`src/rtl/alu_seq_pkg.sv`:
```
// alu_seq_pkg: shared widths, sequencer state type and the queued command word
package alu_seq_pkg;
    localparam int OPC_W  = 4;
    localparam int DATA_W = 8;

    typedef enum logic [1:0] {IDLE, ISSUE, WAIT, HOLD} state_t;

    typedef struct packed {
        logic [OPC_W-1:0]  opcode;
        logic [DATA_W-1:0] a;
        logic [DATA_W-1:0] b;
    } cmd_t;

    localparam int CMD_W = $bits(cmd_t);
endpackage

```
`src/rtl/alu_seq_fifo.sv`:
```
// alu_seq_fifo: synchronous FIFO with a registered full flag and no write-to-read bypass
module alu_seq_fifo #(
    parameter int DEPTH = 4,
    parameter int W     = 20
) (
    input  logic         clk,
    input  logic         reset,
    input  logic         push,
    input  logic [W-1:0] din,
    input  logic         pop,
    output logic [W-1:0] dout,
    output logic         full,
    output logic         empty
);
    localparam int AW = $clog2(DEPTH);
    localparam int PW = AW + 1;
    logic [W-1:0] mem_q [DEPTH];
    logic [PW-1:0] wptr_q, wptr_d, rptr_q, rptr_d;
    logic full_q, full_d;
    logic do_push, do_pop;
    assign empty   = wptr_q == rptr_q;
    assign full    = full_q;
    assign do_push = push && !full_q;
    assign do_pop  = pop && !empty;
    assign dout    = mem_q[rptr_q[AW-1:0]];
    // next pointers wrap naturally; full is derived from the next occupancy so it is a clean flop
    always_comb begin
        wptr_d = wptr_q + PW'(do_push);
        rptr_d = rptr_q + PW'(do_pop);
        full_d = (wptr_d - rptr_d) == PW'(DEPTH);
    end
    // pointer and flag registers
    always_ff @(posedge clk) begin
        if (reset) begin
            wptr_q <= '0;
            rptr_q <= '0;
            full_q <= 1'b0;
        end else begin
            wptr_q <= wptr_d;
            rptr_q <= rptr_d;
            full_q <= full_d;
        end
    end
    // storage write; contents need no reset since the pointers define validity
    always_ff @(posedge clk) begin
        if (do_push) mem_q[wptr_q[AW-1:0]] <= din;
    end
endmodule

```
`src/rtl/alu_cmd_sequencer.sv`:
```
// alu_cmd_sequencer: queues ALU commands, issues one at a time with a watchdog, returns results in order (ALU_SEQ_STATS_EN adds result counters)
module alu_cmd_sequencer
    import alu_seq_pkg::*;
#(
    parameter int DEPTH   = 4,
    parameter int TIMEOUT = 16
`ifdef ALU_SEQ_STATS_EN
    ,
    parameter int CNT_W   = 16
`endif
) (
    input  logic              clk,
    input  logic              reset,
    input  logic              cmd_valid,
    output logic              cmd_ready,
    input  logic [OPC_W-1:0]  cmd_opcode,
    input  logic [DATA_W-1:0] cmd_a,
    input  logic [DATA_W-1:0] cmd_b,
    output logic              alu_req,
    output logic [OPC_W-1:0]  alu_opcode,
    output logic [DATA_W-1:0] alu_a,
    output logic [DATA_W-1:0] alu_b,
    input  logic              alu_done,
    input  logic [DATA_W-1:0] alu_sum,
    input  logic              alu_carry,
    input  logic              alu_of,
    output logic              res_valid,
    input  logic              res_ready,
    output logic [OPC_W-1:0]  res_opcode,
    output logic [DATA_W-1:0] res_sum,
    output logic              res_carry,
    output logic              res_of,
`ifdef ALU_SEQ_STATS_EN
    output logic              res_timeout,
    output logic [CNT_W-1:0]  stat_ops,
    output logic [CNT_W-1:0]  stat_timeouts
`else
    output logic              res_timeout
`endif
);
    localparam int TW = $clog2(TIMEOUT);
    cmd_t head, cmd_in, alu_cmd_q, alu_cmd_d;
    logic full, empty, push, pop;
    state_t state_q, state_d;
    logic [TW-1:0] timer_q, timer_d;
    logic alu_req_q, alu_req_d;
    logic res_valid_q, res_valid_d;
    logic [OPC_W-1:0] res_opcode_q, res_opcode_d;
    logic [DATA_W-1:0] res_sum_q, res_sum_d;
    logic res_carry_q, res_carry_d, res_of_q, res_of_d, res_timeout_q, res_timeout_d;
    assign cmd_in    = {cmd_opcode, cmd_a, cmd_b};
    assign cmd_ready = !full && !reset;
    assign push      = cmd_valid && cmd_ready;
    assign pop       = (state_q == IDLE) && !empty;
    alu_seq_fifo #(.DEPTH(DEPTH), .W(CMD_W)) u_fifo (
        .clk   (clk),
        .reset (reset),
        .push  (push),
        .din   (cmd_in),
        .pop   (pop),
        .dout  (head),
        .full  (full),
        .empty (empty)
    );
    // sequencer next state: pop, issue, wait for done or watchdog, hold result until accepted
    always_comb begin
        state_d       = state_q;
        timer_d       = timer_q;
        alu_req_d     = 1'b0;
        alu_cmd_d     = alu_cmd_q;
        res_valid_d   = res_valid_q;
        res_opcode_d  = res_opcode_q;
        res_sum_d     = res_sum_q;
        res_carry_d   = res_carry_q;
        res_of_d      = res_of_q;
        res_timeout_d = res_timeout_q;
        case (state_q)
            IDLE: if (!empty) begin
                state_d   = ISSUE;
                alu_req_d = 1'b1;
                alu_cmd_d = head;
                timer_d   = '0;
            end
            ISSUE, WAIT: begin
                timer_d = timer_q + TW'(1);
                if (alu_done || timer_q == TW'(TIMEOUT - 1)) begin
                    state_d       = HOLD;
                    res_valid_d   = 1'b1;
                    res_opcode_d  = alu_cmd_q.opcode;
                    res_sum_d     = alu_done ? alu_sum : '0;
                    res_carry_d   = alu_done && alu_carry;
                    res_of_d      = alu_done && alu_of;
                    res_timeout_d = !alu_done;
                end else begin
                    state_d = WAIT;
                end
            end
            HOLD: if (res_ready) begin
                state_d     = IDLE;
                res_valid_d = 1'b0;
            end
        endcase
    end
    // sequencer and output registers
    always_ff @(posedge clk) begin
        if (reset) begin
            state_q       <= IDLE;
            timer_q       <= '0;
            alu_req_q     <= 1'b0;
            alu_cmd_q     <= '0;
            res_valid_q   <= 1'b0;
            res_opcode_q  <= '0;
            res_sum_q     <= '0;
            res_carry_q   <= 1'b0;
            res_of_q      <= 1'b0;
            res_timeout_q <= 1'b0;
        end else begin
            state_q       <= state_d;
            timer_q       <= timer_d;
            alu_req_q     <= alu_req_d;
            alu_cmd_q     <= alu_cmd_d;
            res_valid_q   <= res_valid_d;
            res_opcode_q  <= res_opcode_d;
            res_sum_q     <= res_sum_d;
            res_carry_q   <= res_carry_d;
            res_of_q      <= res_of_d;
            res_timeout_q <= res_timeout_d;
        end
    end
    assign alu_req     = alu_req_q;
    assign alu_opcode  = alu_cmd_q.opcode;
    assign alu_a       = alu_cmd_q.a;
    assign alu_b       = alu_cmd_q.b;
    assign res_valid   = res_valid_q;
    assign res_opcode  = res_opcode_q;
    assign res_sum     = res_sum_q;
    assign res_carry   = res_carry_q;
    assign res_of      = res_of_q;
    assign res_timeout = res_timeout_q;
`ifdef ALU_SEQ_STATS_EN
    logic [CNT_W-1:0] stat_ops_q, stat_ops_d, stat_tmo_q, stat_tmo_d;
    logic acc;
    assign acc = res_valid_q && res_ready;
    // saturating counts of accepted results and of accepted watchdog results
    always_comb begin
        stat_ops_d = (acc && !(&stat_ops_q)) ? stat_ops_q + CNT_W'(1) : stat_ops_q;
        stat_tmo_d = (acc && res_timeout_q && !(&stat_tmo_q)) ? stat_tmo_q + CNT_W'(1) : stat_tmo_q;
    end
    // statistics registers
    always_ff @(posedge clk) begin
        if (reset) begin
            stat_ops_q <= '0;
            stat_tmo_q <= '0;
        end else begin
            stat_ops_q <= stat_ops_d;
            stat_tmo_q <= stat_tmo_d;
        end
    end
    assign stat_ops      = stat_ops_q;
    assign stat_timeouts = stat_tmo_q;
`endif
endmodule

```
`config.mk`:
```
export PLATFORM = sky130hd
export DESIGN_NAME = alu_cmd_sequencer
export DESIGN_NICKNAME = d
export VERILOG_FILES = /design/src/rtl/alu_seq_pkg.sv /design/src/rtl/alu_seq_fifo.sv /design/src/rtl/alu_cmd_sequencer.sv
export SDC_FILE = /design/constraint.sdc
export NUM_CORES = 1
export LEC_CHECK = 0
export BUFFER_PORTS_ARGS = -buffer_cell sky130_fd_sc_hd__buf_2
export CORE_AREA = 5 5 117 119
export DETAILED_ROUTE_END_ITERATION = 6
export DIE_AREA = 0 0 122 124
export HOLD_SLACK_MARGIN = 0.12
export PLACE_DENSITY_LB_ADDON = 0.05
export SETUP_SLACK_MARGIN = 0.2
export SYNTH_ARGS = -nofsm -noshare
export SYNTH_HDL_FRONTEND = slang
export SYNTH_SLANG_ARGS = --single-unit
export TNS_END_PERCENT = 1
```
`constraint.sdc`:
```
create_clock -name clk -period 3.35 [get_ports clk]
set_clock_uncertainty 0.1 [all_clocks]
set_input_delay 0.335 -clock clk [delete_from_list [all_inputs] [get_ports clk]]
set_output_delay 0.335 -clock clk [all_outputs]
set_load 0.05 [all_outputs]
```
==> implementation parameters, run 1 <==
Parameter                              Value

Timing
  Final Cycle Share ... between 70% and 80%
  Total count of max-transition violations in the final report ... 0
  Hold Worst Slack ... ~0.35 ns
  Total negative slack for setup checks ... 0 ns
  Worst slew margin ... about three fifths
  Maximum operating frequency ... 409 MHz
  Final Hold Vio Count ... 0
  Post-layout min period ... 2.45 ns
  Setup-violating endpoint count in the final report ... 0
  Unrepaired setup endpoints after global routing ... false
  Transition time at the pin with the least slew margin ... 0.589 ns

Global routing
  Number of antenna violations at the first check in global routing ... 0
  Pin count of the biggest net entering global routing ... 52
  Most Used Layer, Global Route ... met2
  Global-route met2 utilization ... between 20% and 30%
  Global-route usage over all layers ... 14.7%
  Global route total overflow ... 0
  Met3 capacity usage during global routing ... 4.59%
  Wire length of the first global-routing pass ... 16.3 mm
  Met1 track demand over resource ... 18.0%
  Number of global-route vias before repair ... 3033

Floorplan
  DIE HEIGHT ... 124 µm
  Core ar. ... around 12000 µm²
  Effective utilization at floorplan ... 39.2%
  Horizontal extent of the die ... 122 µm
  Rows ... 41
  Die footprint ... between 15000 and 20000 µm²
  Number of top-level design ports ... 73

Run
  Max-capacitance violation count ... 0

Place
  HPWL reported at the end of detailed placement ... 6.29 mm
  Port Buffer Count ... ~70
  Global placement routability congestion ... 0.731

Critical path
  Cell type group with the largest total delay on the critical path ... adder cells
  Buffers and inverters on the worst path ... 2
  Cells traversed along the worst timing path ... xnor2_1, a31o_1, inv_2, ha_1, ha_1, inv_1, ha_1, nor2b_1, xnor2_1, xnor2_1, nor3_1
  Worst-path fanout max ... 6
  CP endpoint kind ... flop
  Critical path class ... reg -> reg
  Required time of the critical path ... 3.58 ns
  Arrival time worst endpoint ... ~2.7 ns
  Critical-path cell with the highest stage delay ... sky130_fd_sc_hd__dfxtp_1
  Crit path launch type ... flop
  Max stage delay on crit path ... 0.49 ns

Final layout
  Seq. cell area ... roughly 3400 µm²
  Number of nets in the finished design ... approximately 500
  Commonest non-fill, non-tap cell in the layout ... sky130_fd_sc_hd__edfxtp_1
  Area growth from synthesis to layout ... 30.1%
  Number of diodes added for antenna fixing ... 0
  Count of fill cells added during filler insertion ... 1123
  Commonest cells after routing, fill and taps aside ... sky130_fd_sc_hd__edfxtp_1, sky130_fd_sc_hd__buf_2, sky130_fd_sc_hd__nand2_1
  Share of final-layout standard cells stronger than drive strength 1 ... 29.7%
  Area used by multi-input combinational logic ... 1380 µm²

Synth
  Multiplexer area fraction after synthesis ... 9.63%
  Syn. warnings ... 0
  Ys flop type ... sky130_fd_sc_hd__edfxtp_1
  Count of state elements after synthesis ... between 100 and 150
  Share of synthesized cell area in full adder, half adder and majority cells ... 2.31%
  Async S/R FF share, synth ... 0%
  Synthesized-area fraction occupied by ao, oa, aoi and oai cells ... 5.64%
  Synth Area in XOR/XNOR ... 1.26%
  Sequential element share of the synthesized area ... 69.7%
  Fraction of the mapped netlist area in simple logic gates ... under 10%
  Count of distinct cell types in the synthesized netlist ... 34
  Main combinational cell family by area after synthesis ... multiplexers
  Net count of the mapped netlist ... 381
  Syn avg cell area ... 14.5 µm²
  Syn Inst Count ... 337
  Number of synthesized flops with an enable pin ... 80
  Cell Area, Synth ... 4880 µm²

Power and ir drop
  Worst supply voltage drop on vdd ... 323 µV
  Power density relative to cell area ... 828 nW/µm²
  Leakage power figure ... 2.38 nW
  Pwr Total ... ~0.0053 W

Route
  Routed Antenna Nets ... 0
  Average vias per placed instance ... 4.78
  Detailed Route Iter0 Violations ... 182
  Routed wire per std cell ... 16.3 µm
  Routed via count ... 3048
  Drt drc ... 0
  First-pass iteration count of the detailed router ... 4
  Total detailed-routing wirelength ... 10.4 mm

Clock tree
  Worst-case clock buffer depth ... 2
  H-Tree Level Count ... 4
  Clock Root Buffer ... sky130_fd_sc_hd__clkbuf_16
  Source-to-sink clock delay at the later pin of the worst-skew pair ... approximately 0.4 ns
  PostCTS Resize Cnt ... 0
  TritonCTS clock tree ... done
  Total CTS buffers ... 17
  Clock slew at reported path FFs ... 0.05 ns
  Clock sink count ... 130

Run status
  Result of the run ... finished clean

Hold path
  Class of the tightest hold or removal check ... in -> reg
## report_power, final
group / switching, W / leakage, nW / internal [W] / total, W
clock: 0.000621 / 0.288 / 0.00115 / 0.00177
sequential: 0.0000953 / 1.13 / 0.00189 / 0.00199
combinational: 0.00101 / 0.957 / 0.000492 / 0.00151
## area by class of cell
type | count | area share, %
clock buffer | 27 | 8.39
clock inverter | 5 | 0.748
inverter | 7 | 0.413
multi-input combinational | 182 | 21.6
sequential | 130 | 53.6
tap | 172 | 3.39
timing repair buffer | 114 | 11.9
## cell families (layout without fill, tap and decap cells)
| group | after synthesis | after routing |
|---|---|---|
| flops | 130 | 130 |
| simple gates | 98 | 98 |
| compound gates | 46 | 46 |
| buf+inv | 25 | 153 |
| mux | 22 | 22 |
| fa+ha+maj | 9 | 9 |
| xor+xnor | 7 | 7 |
## worst paths after layout
path / start / to / slack (ns) / cells after the start
max: u_fifo.wptr_q[0] / u_fifo.full / 0.90 / 11
min: alu_done / res_opcode[1] / 0.35 / 4
max reg2reg: u_fifo.wptr_q[0] / u_fifo.full / 0.90 / 11
min reg2reg: alu_b[0] / alu_b[0] / 0.35 / 2
## per-layer routing
metal	share of wire [%]	wire length (µm)
met5	0	0
met4	1.6	170
met3	4.6	482
met2	49	5070
met1	45	4670
## metrics by stage
step           setup slack [ns]  cells  cell area [µm²]  utilization [%]
2_1_floorplan             0.465    337             4890                -
3_3_place_gp               1.00    574             5460             43.8
3_5_place_dp              0.932    574             5460             43.8
4_1_cts                   0.914    637             6350             51.0
5_1_grt                   0.769    637             6350             51.0
6_report                  0.905    637             6350             51.0
## state kept, by name, indices dropped and copies added (netlist names)
signal and cells:
alu_a 8, alu_b 8, alu_opcode 4, alu_req 1
res_carry 1, res_of 1, res_opcode 4, res_sum 8
res_timeout 1, res_valid 1, state_q 2, timer_q 4
u_fifo.full 1, u_fifo.mem_q 80, u_fifo.rptr_q 3, u_fifo.wptr_q 3
## repair_timing
action	in CTS	in global routing
endpoints found under the hold margin	91	0
setup buffers	0	0
hold buffers	31	0
## Yosys cell counts (2+ instances only)
library cell / instances / area [µm²]
sky130_fd_sc_hd__a21oi_1: 28 / 140
sky130_fd_sc_hd__a22oi_1: 10 / 75.1
sky130_fd_sc_hd__a31oi_1: 2 / 12.5
sky130_fd_sc_hd__a41oi_1: 2 / 17.5
sky130_fd_sc_hd__buf_2: 5 / 25.0
sky130_fd_sc_hd__buf_6: 3 / 33.8
sky130_fd_sc_hd__clkbuf_1: 10 / 37.5
sky130_fd_sc_hd__dfxtp_1: 50 / 1000
sky130_fd_sc_hd__edfxtp_1: 80 / 2400
sky130_fd_sc_hd__ha_1: 9 / 113
sky130_fd_sc_hd__inv_1: 6 / 22.5
sky130_fd_sc_hd__mux2i_1: 2 / 20.0
sky130_fd_sc_hd__mux4_2: 20 / 450
sky130_fd_sc_hd__nand2_1: 52 / 195
sky130_fd_sc_hd__nand3_1: 11 / 55.1
sky130_fd_sc_hd__nand3b_1: 2 / 15.0
sky130_fd_sc_hd__nor2_1: 18 / 67.6
sky130_fd_sc_hd__nor2b_1: 5 / 31.3
sky130_fd_sc_hd__nor3_1: 2 / 10.0
sky130_fd_sc_hd__xnor2_1: 6 / 52.6
## worst min-delay path, delay by kind of cell
family	cells	cell delay [ns]
AOI/OAI and AO/OA	2	0.30
buffers and inverters	1	0.09
and+or+nand+nor	1	0.09
Note: power is estimated with default switching activity, not from simulation.
==> run 2: changes to the inputs <==
==> constraint.sdc (replaced) <==
create_clock -name clk -period 2.16 [get_ports clk]
set_clock_uncertainty 0.1 [all_clocks]
set_input_delay 0.216 -clock clk [delete_from_list [all_inputs] [get_ports clk]]
set_output_delay 0.216 -clock clk [all_outputs]
set_load 0.05 [all_outputs]
==> implementation parameters, run 2 (same netlist as run 1, synthesis figures left out) <==
Parameter                              Value

Run status
  Result of the run ... finished clean

Timing
  Final Hold Vio Count ... 0 (unchanged)
  Total negative slack for setup checks ... 0 ns (unchanged)
  Unrepaired setup endpoints after global routing ... true
  Hold Worst Slack ... 0.279 ns (-0.0713 ns)
  Post-layout min period ... 2.05 ns (-0.400 ns)
  Setup-violating endpoint count in the final report ... 0 (unchanged)
  Maximum operating frequency ... 489 MHz (+20%)
  Transition time at the pin with the least slew margin ... 0.565 ns (-0.0233 ns)
  Total count of max-transition violations in the final report ... 0 (unchanged)
  Worst slew margin ... 62.3% (+1.6 points)
  Final Cycle Share ... 94.7% (+22 points)

Power and ir drop
  Net switching power figure ... 0.00276 W (+60%)
  Fraction of power consumed by the clock network ... 33.7% (about the same)
  Power density relative to cell area ... 1290 nW/µm² (+56%)
  Sw frac ... 32.2% (-0.61 points)
  Worst supply voltage drop on vdd ... 587 µV (+82%)
  Logic gate share of total power ... 30.3% (+1.7 points)
  P_int ... 0.00580 W (+64%)
  Register share of total power ... 36.0% (-1.7 points)
  Leakage power figure ... 2.48 nW (+4.1%)

Route
  Detailed Route Iter0 Violations ... 108 (-41%)
  Routed via count ... 3075 (+0.89%)
  First-pass iteration count of the detailed router ... 4 (unchanged)
  Routed wire per std cell ... 15.7 µm (-3.8%)
  Drt drc ... 0 (unchanged)
  Average vias per placed instance ... 4.72 (-1.3%)
  Total detailed-routing wirelength ... 10.2 mm (-1.7%)
  Routed Antenna Nets ... 0 (unchanged)

Final layout
  Count of fill cells added during filler insertion ... 1081 (-3.7%)
  Commonest cells after routing, fill and taps aside ... sky130_fd_sc_hd__edfxtp_1, sky130_fd_sc_hd__buf_2, sky130_fd_sc_hd__nand2_1
  Area growth from synthesis to layout ... 35.5%
  Largest register FFs ... 80 (unchanged)
  Share of final-layout standard cells stronger than drive strength 1 ... 36.3% (+6.6 points)
  Final design utilization ... 53.1% (+2.1 points)
  Commonest non-fill, non-tap cell in the layout ... sky130_fd_sc_hd__edfxtp_1
  Number of nets in the finished design ... 510 (+2.8%)
  Number of diodes added for antenna fixing ... 0 (unchanged)
  Layout Cells excl Fill ... 651 (+2.2%)

Critical path
  Arrival time worst endpoint ... 2.21 ns (-0.46 ns)
  CP endpoint kind ... flop
  Worst-path fanout max ... 2 (-4)
  Buffers and inverters on the worst path ... 2 (unchanged)
  Capture point of the worst reg-to-reg path ... u_fifo.full
  Critical path class ... reg -> reg
  Depth of the most critical reg-to-reg path ... 11 (unchanged)
  Library cell appearing most often on the critical path ... sky130_fd_sc_hd__ha_4
  Cells traversed along the worst timing path ... xnor2_4, a31o_1, inv_4, ha_4, ha_4, inv_4, ha_4, nor2b_4, xnor2_2, xnor2_1, nor3_1
  Max stage delay on crit path ... 0.36 ns (-0.13 ns)
  Critical-path cell with the highest stage delay ... sky130_fd_sc_hd__dfxtp_4
  Cell type group with the largest total delay on the critical path ... adder cells
  FF-to-FF Start ... u_fifo.wptr_q[0]
  Slack of the worst reg-to-reg path ... 0.11 ns (-0.79 ns)
  Crit path launch type ... flop
  Required time of the critical path ... 2.33 ns (-1.25 ns)

Global routing
  Pin count of the biggest net entering global routing ... 52 (unchanged)
  Global route total overflow ... 0 (unchanged)
  Number of global-route vias before repair ... 3248 (+7.1%)
  Wire length of the first global-routing pass ... 16.7 mm (+2.3%)
  Global-route usage over all layers ... 14.9% (+0.14 points)
  Number of antenna violations at the first check in global routing ... 0 (unchanged)

Clock tree
  H-Tree Level Count ... 4 (unchanged)
  Worst-case clock buffer depth ... 2 (unchanged)
  Clock slew at reported path FFs ... 0.05 ns (about the same)
  Clock sink count ... 130 (unchanged)
  Total CTS buffers ... 17 (unchanged)
  Clock Root Buffer ... sky130_fd_sc_hd__clkbuf_16
  Source-to-sink clock delay at the later pin of the worst-skew pair ... 0.41 ns (about the same)
  TritonCTS clock tree ... done

Floorplan
  Die footprint ... 15100 µm² (unchanged)
  Core ar. ... 12500 µm² (unchanged)
  DIE HEIGHT ... 124 µm (unchanged)
  Effective utilization at floorplan ... 39.2% (unchanged)
  Rows ... 41 (unchanged)
  Number of top-level design ports ... 73 (unchanged)
  Horizontal extent of the die ... 122 µm (unchanged)

Hold path
  HP Start ... alu_done
  Worst Hold Endpoint ... res_opcode[0]
  Worst Hold Depth ... 5 (+1)
  Class of the tightest hold or removal check ... in -> reg

Place
  Port Buffer Count ... 72 (unchanged)
  Cell count after placement ... 583 (+1.6%)
  HPWL reported at the end of detailed placement ... 6.35 mm (+1.0%)
  Global placement routability congestion ... 0.716 (-2.0%)

Run
  Max-capacitance violation count ... 0 (unchanged)
[run 2: metal layers]
metal / global-route usage (%) / vias to the layer above / routed length [µm]
met1: 18.6 / 1486 / 4550
met5: 0 / - / 0
met4: 6.93 / 0 / 198
met3: 4.04 / 19 / 509
li1: - / 1502 / -
met2: 24.2 / 68 / 4960
[run 2: worst max-delay path by stage]
stage                                 from          end  slack, ns  cells past startpoint
final                     u_fifo.wptr_q[0]  u_fifo.full       0.11                     11
after global routing      u_fifo.wptr_q[0]  u_fifo.full     -0.002                     11
after CTS                 u_fifo.wptr_q[2]  u_fifo.full       0.08                     11
after detailed placement        state_q[0]  u_fifo.full      0.003                     13
after global placement          state_q[0]  u_fifo.full       0.03                     13
after floorplan           u_fifo.wptr_q[1]  u_fifo.full      -0.09                     13
[run 2: through the flow]
stage                     setup slack [ns]  cell area (µm²)  power, W
after floorplan                    -0.0873             4990   0.00499
after CTS                           0.0815             6580   0.00863
final                                0.115             6620   0.00857
after detailed placement           0.00265             5630   0.00559
after global routing              -0.00219             6620   0.00907
after global placement              0.0328             5630   0.00557
[run 2: what timing repair did]
action                     CTS  global route
hold buffers                31             0
setup buffers                4             1
gates resized for setup      8             4
hold endpoints to repair    91             0
pin swaps                    7             6
setup endpoints to repair    1             1
[run 2: worst min-delay path, delay by kind of cell]
family	cells	cell delay, ns
AO/OA/AOI/OAI	2	0.22
buffers and inverters	2	0.22
AND/OR/NAND/NOR	1	0.08
[run 2: cell type report]
| type | instances | area (µm²) | area share, % |
|---|---|---|---|
| Inverter | 7 | 31.3 | 0.473 |
| Clock inverter | 14 | 169 | 2.55 |
| Tap cell | 172 | 215 | 3.25 |
| Sequential cell | 130 | 3420 | 51.6 |
| Clock buffer | 18 | 429 | 6.48 |
| Multi-Input combinational cell | 182 | 1480 | 22.4 |
| Timing Repair Buffer | 128 | 875 | 13.2 |
[run 2: power groups by stage]
stage          logic (W)  clock network [W]  registers [W]
4_1_cts          0.00260            0.00295        0.00308
2_1_floorplan    0.00127                  0        0.00372
3_3_place_gp     0.00246                  0        0.00312
5_1_grt          0.00286            0.00309        0.00312
6_report         0.00260            0.00288        0.00308
3_5_place_dp     0.00246                  0        0.00313
==> run 3: changes to the inputs <==
==> constraint.sdc (replaced) <==
create_clock -name clk -period 2.45 [get_ports clk]
set_clock_uncertainty 0.1 [all_clocks]
set_input_delay 0.245 -clock clk [delete_from_list [all_inputs] [get_ports clk]]
set_output_delay 0.245 -clock clk [all_outputs]
set_load 0.05 [all_outputs]
==> implementation parameters, run 3 (same netlist as run 1, synthesis figures left out) <==
Parameter                              Value

Run status
  Result of the run ... finished clean

Critical path
  FF-to-FF Start ... u_fifo.wptr_q[0]
  Slack of the worst reg-to-reg path ... 0.33 ns (+0.21 ns)
  Worst-path fanout max ... 6 (+4)
  Arrival time worst endpoint ... 2.33 ns (+0.12 ns)
  Critical path class ... reg -> reg
  Depth of the most critical reg-to-reg path ... 11 (unchanged)
  CP endpoint kind ... flop
  Crit path launch type ... flop
  Required time of the critical path ... 2.66 ns (+0.33 ns)
  Capture point of the worst reg-to-reg path ... u_fifo.full

Run
  Max-capacitance violation count ... 0 (unchanged)

Floorplan
  Rows ... 41 (unchanged)
  Effective utilization at floorplan ... 39.2% (unchanged)
  Core ar. ... 12500 µm² (unchanged)
  Die footprint ... 15100 µm² (unchanged)
  Number of top-level design ports ... 73 (unchanged)
  DIE HEIGHT ... 124 µm (unchanged)
  Horizontal extent of the die ... 122 µm (unchanged)

Hold path
  Class of the tightest hold or removal check ... in -> reg
  Worst Hold Endpoint ... res_opcode[3]
  Worst Hold Depth ... 4 (-1)
  HP Start ... alu_done

Route
  Routed Antenna Nets ... 0 (unchanged)
  Total detailed-routing wirelength ... 10.2 mm (+0.19%)
  Drt drc ... 0 (unchanged)
  Detailed Route Iter0 Violations ... 192 (+78%)
  First-pass iteration count of the detailed router ... 4 (unchanged)
  Routed via count ... 3090 (+0.49%)
  Average vias per placed instance ... 4.83 (+2.2%)
  Routed wire per std cell ... 16.0 µm (+1.9%)

Power and ir drop
  Worst supply voltage drop on vdd ... 558 µV (-5.0%)
  Leakage power figure ... 2.40 nW (-3.0%)
  Pwr Total ... 0.00726 W (-15%)
  Power density relative to cell area ... 1110 nW/µm² (-14%)

Timing
  Worst slew margin ... 62.0% (-0.32 points)
  Final Cycle Share ... 86.6% (-8.1 points)
  Transition time at the pin with the least slew margin ... 0.570 ns (+0.00476 ns)
  Unrepaired setup endpoints after global routing ... false
  Post-layout min period ... 2.12 ns (+0.0755 ns)
  Final Hold Vio Count ... 0 (unchanged)
  Setup-violating endpoint count in the final report ... 0 (unchanged)
  Maximum operating frequency ... 471 MHz (-3.6%)
  Total negative slack for setup checks ... 0 ns (unchanged)
  Total count of max-transition violations in the final report ... 0 (unchanged)

Place
  Cell count after placement ... 575 (-1.4%)
  HPWL reported at the end of detailed placement ... 6.29 mm (-1.0%)
  Port Buffer Count ... 72 (unchanged)
  Global placement routability congestion ... 0.717 (about the same)
  Area post-placement ... 5570 µm² (-1.1%)

Final layout
  Number of diodes added for antenna fixing ... 0 (unchanged)
  Number of nets in the finished design ... 499 (-2.2%)
  Area growth from synthesis to layout ... 33.4%
  Share of final-layout standard cells stronger than drive strength 1 ... 34.6% (-1.7 points)
  Layout Cells excl Fill ... 640 (-1.7%)
  Commonest cells after routing, fill and taps aside ... sky130_fd_sc_hd__edfxtp_1, sky130_fd_sc_hd__buf_2, sky130_fd_sc_hd__nand2_1
  Commonest non-fill, non-tap cell in the layout ... sky130_fd_sc_hd__edfxtp_1
  Largest register FFs ... 80 (unchanged)
  Final non-filler cell area ... 6520 µm² (-1.5%)

Clock tree
  Source-to-sink clock delay at the later pin of the worst-skew pair ... 0.42 ns (about the same)
  Clock slew at reported path FFs ... 0.05 ns (about the same)
  TritonCTS clock tree ... done
  Total CTS buffers ... 17 (unchanged)
  Worst-case clock buffer depth ... 2 (unchanged)
  Clock Root Buffer ... sky130_fd_sc_hd__clkbuf_16
  H-Tree Level Count ... 4 (unchanged)
  Clock sink count ... 130 (unchanged)

Global routing
  Global-route usage over all layers ... 14.8% (-0.11 points)
  Number of global-route vias before repair ... 3154 (-2.9%)
  Pin count of the biggest net entering global routing ... 52 (unchanged)
  Number of antenna violations at the first check in global routing ... 0 (unchanged)
  Global route total overflow ... 0 (unchanged)
  Wire length of the first global-routing pass ... 16.5 mm (-1.3%)
## run 3: cell types whose count changed in the layout (fill, tap and decap cells not counted), sizes merged
| cell | change |
|---|---|
| buf | -11 |
| clkinv | -3 |
| bufinv | -3 |
| inv | +1 |
| clkbuf | +4 |
| clkinvlp | +1 |
## run 3: how the worst max path moves through the flow
stage	start	to	slack, ns	cells past startpoint
finish	u_fifo.wptr_q[0]	u_fifo.full	0.33	11
global route	state_q[1]	u_fifo.full	0.21	13
CTS	u_fifo.wptr_q[1]	u_fifo.full	0.22	11
detailed placement	u_fifo.wptr_q[1]	u_fifo.full	0.24	11
global placement	u_fifo.wptr_q[1]	u_fifo.full	0.28	11
floorplan	u_fifo.wptr_q[1]	u_fifo.full	0.20	13
## run 3: area by class of cell
class / count / area (µm²)
clock inverter: 10 / 82.6
sequential: 130 / 3420
tap: 172 / 215
fill: 1105 / 5950
multi-input combinational: 182 / 1500
clock buffer: 22 / 475
inverter: 7 / 28.8
timing repair buffer: 117 / 792
## run 3: report_power, final
part           switching, W  total, W  internal (W)
combinational       0.00141   0.00219      0.000779
clock              0.000873   0.00234       0.00147
sequential         0.000143   0.00273       0.00259
total               0.00242   0.00726       0.00484
## run 3: repair_timing
item                                    in CTS  in global routing
gates resized for setup                      0                 12
buffers inserted                             0                  2
hold buffers                                31                  0
hold endpoints to repair                    91                  0
endpoints found under the setup margin       0                  1
## run 3: critical path: stages, from the launching register on
cell and delay, ns:
sky130_fd_sc_hd__dfxtp_4 0.38, sky130_fd_sc_hd__xnor2_4 0.19, sky130_fd_sc_hd__a31o_4 0.20, sky130_fd_sc_hd__inv_4 0.04, sky130_fd_sc_hd__ha_4 0.15, sky130_fd_sc_hd__ha_4 0.25, sky130_fd_sc_hd__inv_2 0.04, sky130_fd_sc_hd__ha_4 0.15
sky130_fd_sc_hd__nor2b_4 0.11, sky130_fd_sc_hd__xnor2_2 0.11, sky130_fd_sc_hd__xnor2_1 0.08, sky130_fd_sc_hd__nor3_1 0.20
## run 3: through the flow
stage,worst slack (ns),hold slack (ns),utilization [%]
after floorplan,0.203,0.244,-
after global placement,0.278,0.340,44.7
after detailed placement,0.239,0.345,44.7
after CTS,0.223,0.236,51.6
after global routing,0.214,0.296,52.3
final,0.329,0.253,52.3
## run 3: metal layers
layer,vias up,global-route usage [%],share of wire [%]
met5,-,0,0
met4,0,6.30,1.1
met3,12,5.18,5.1
met2,70,24.1,48
met1,1521,17.9,45
li1,1487,-,-
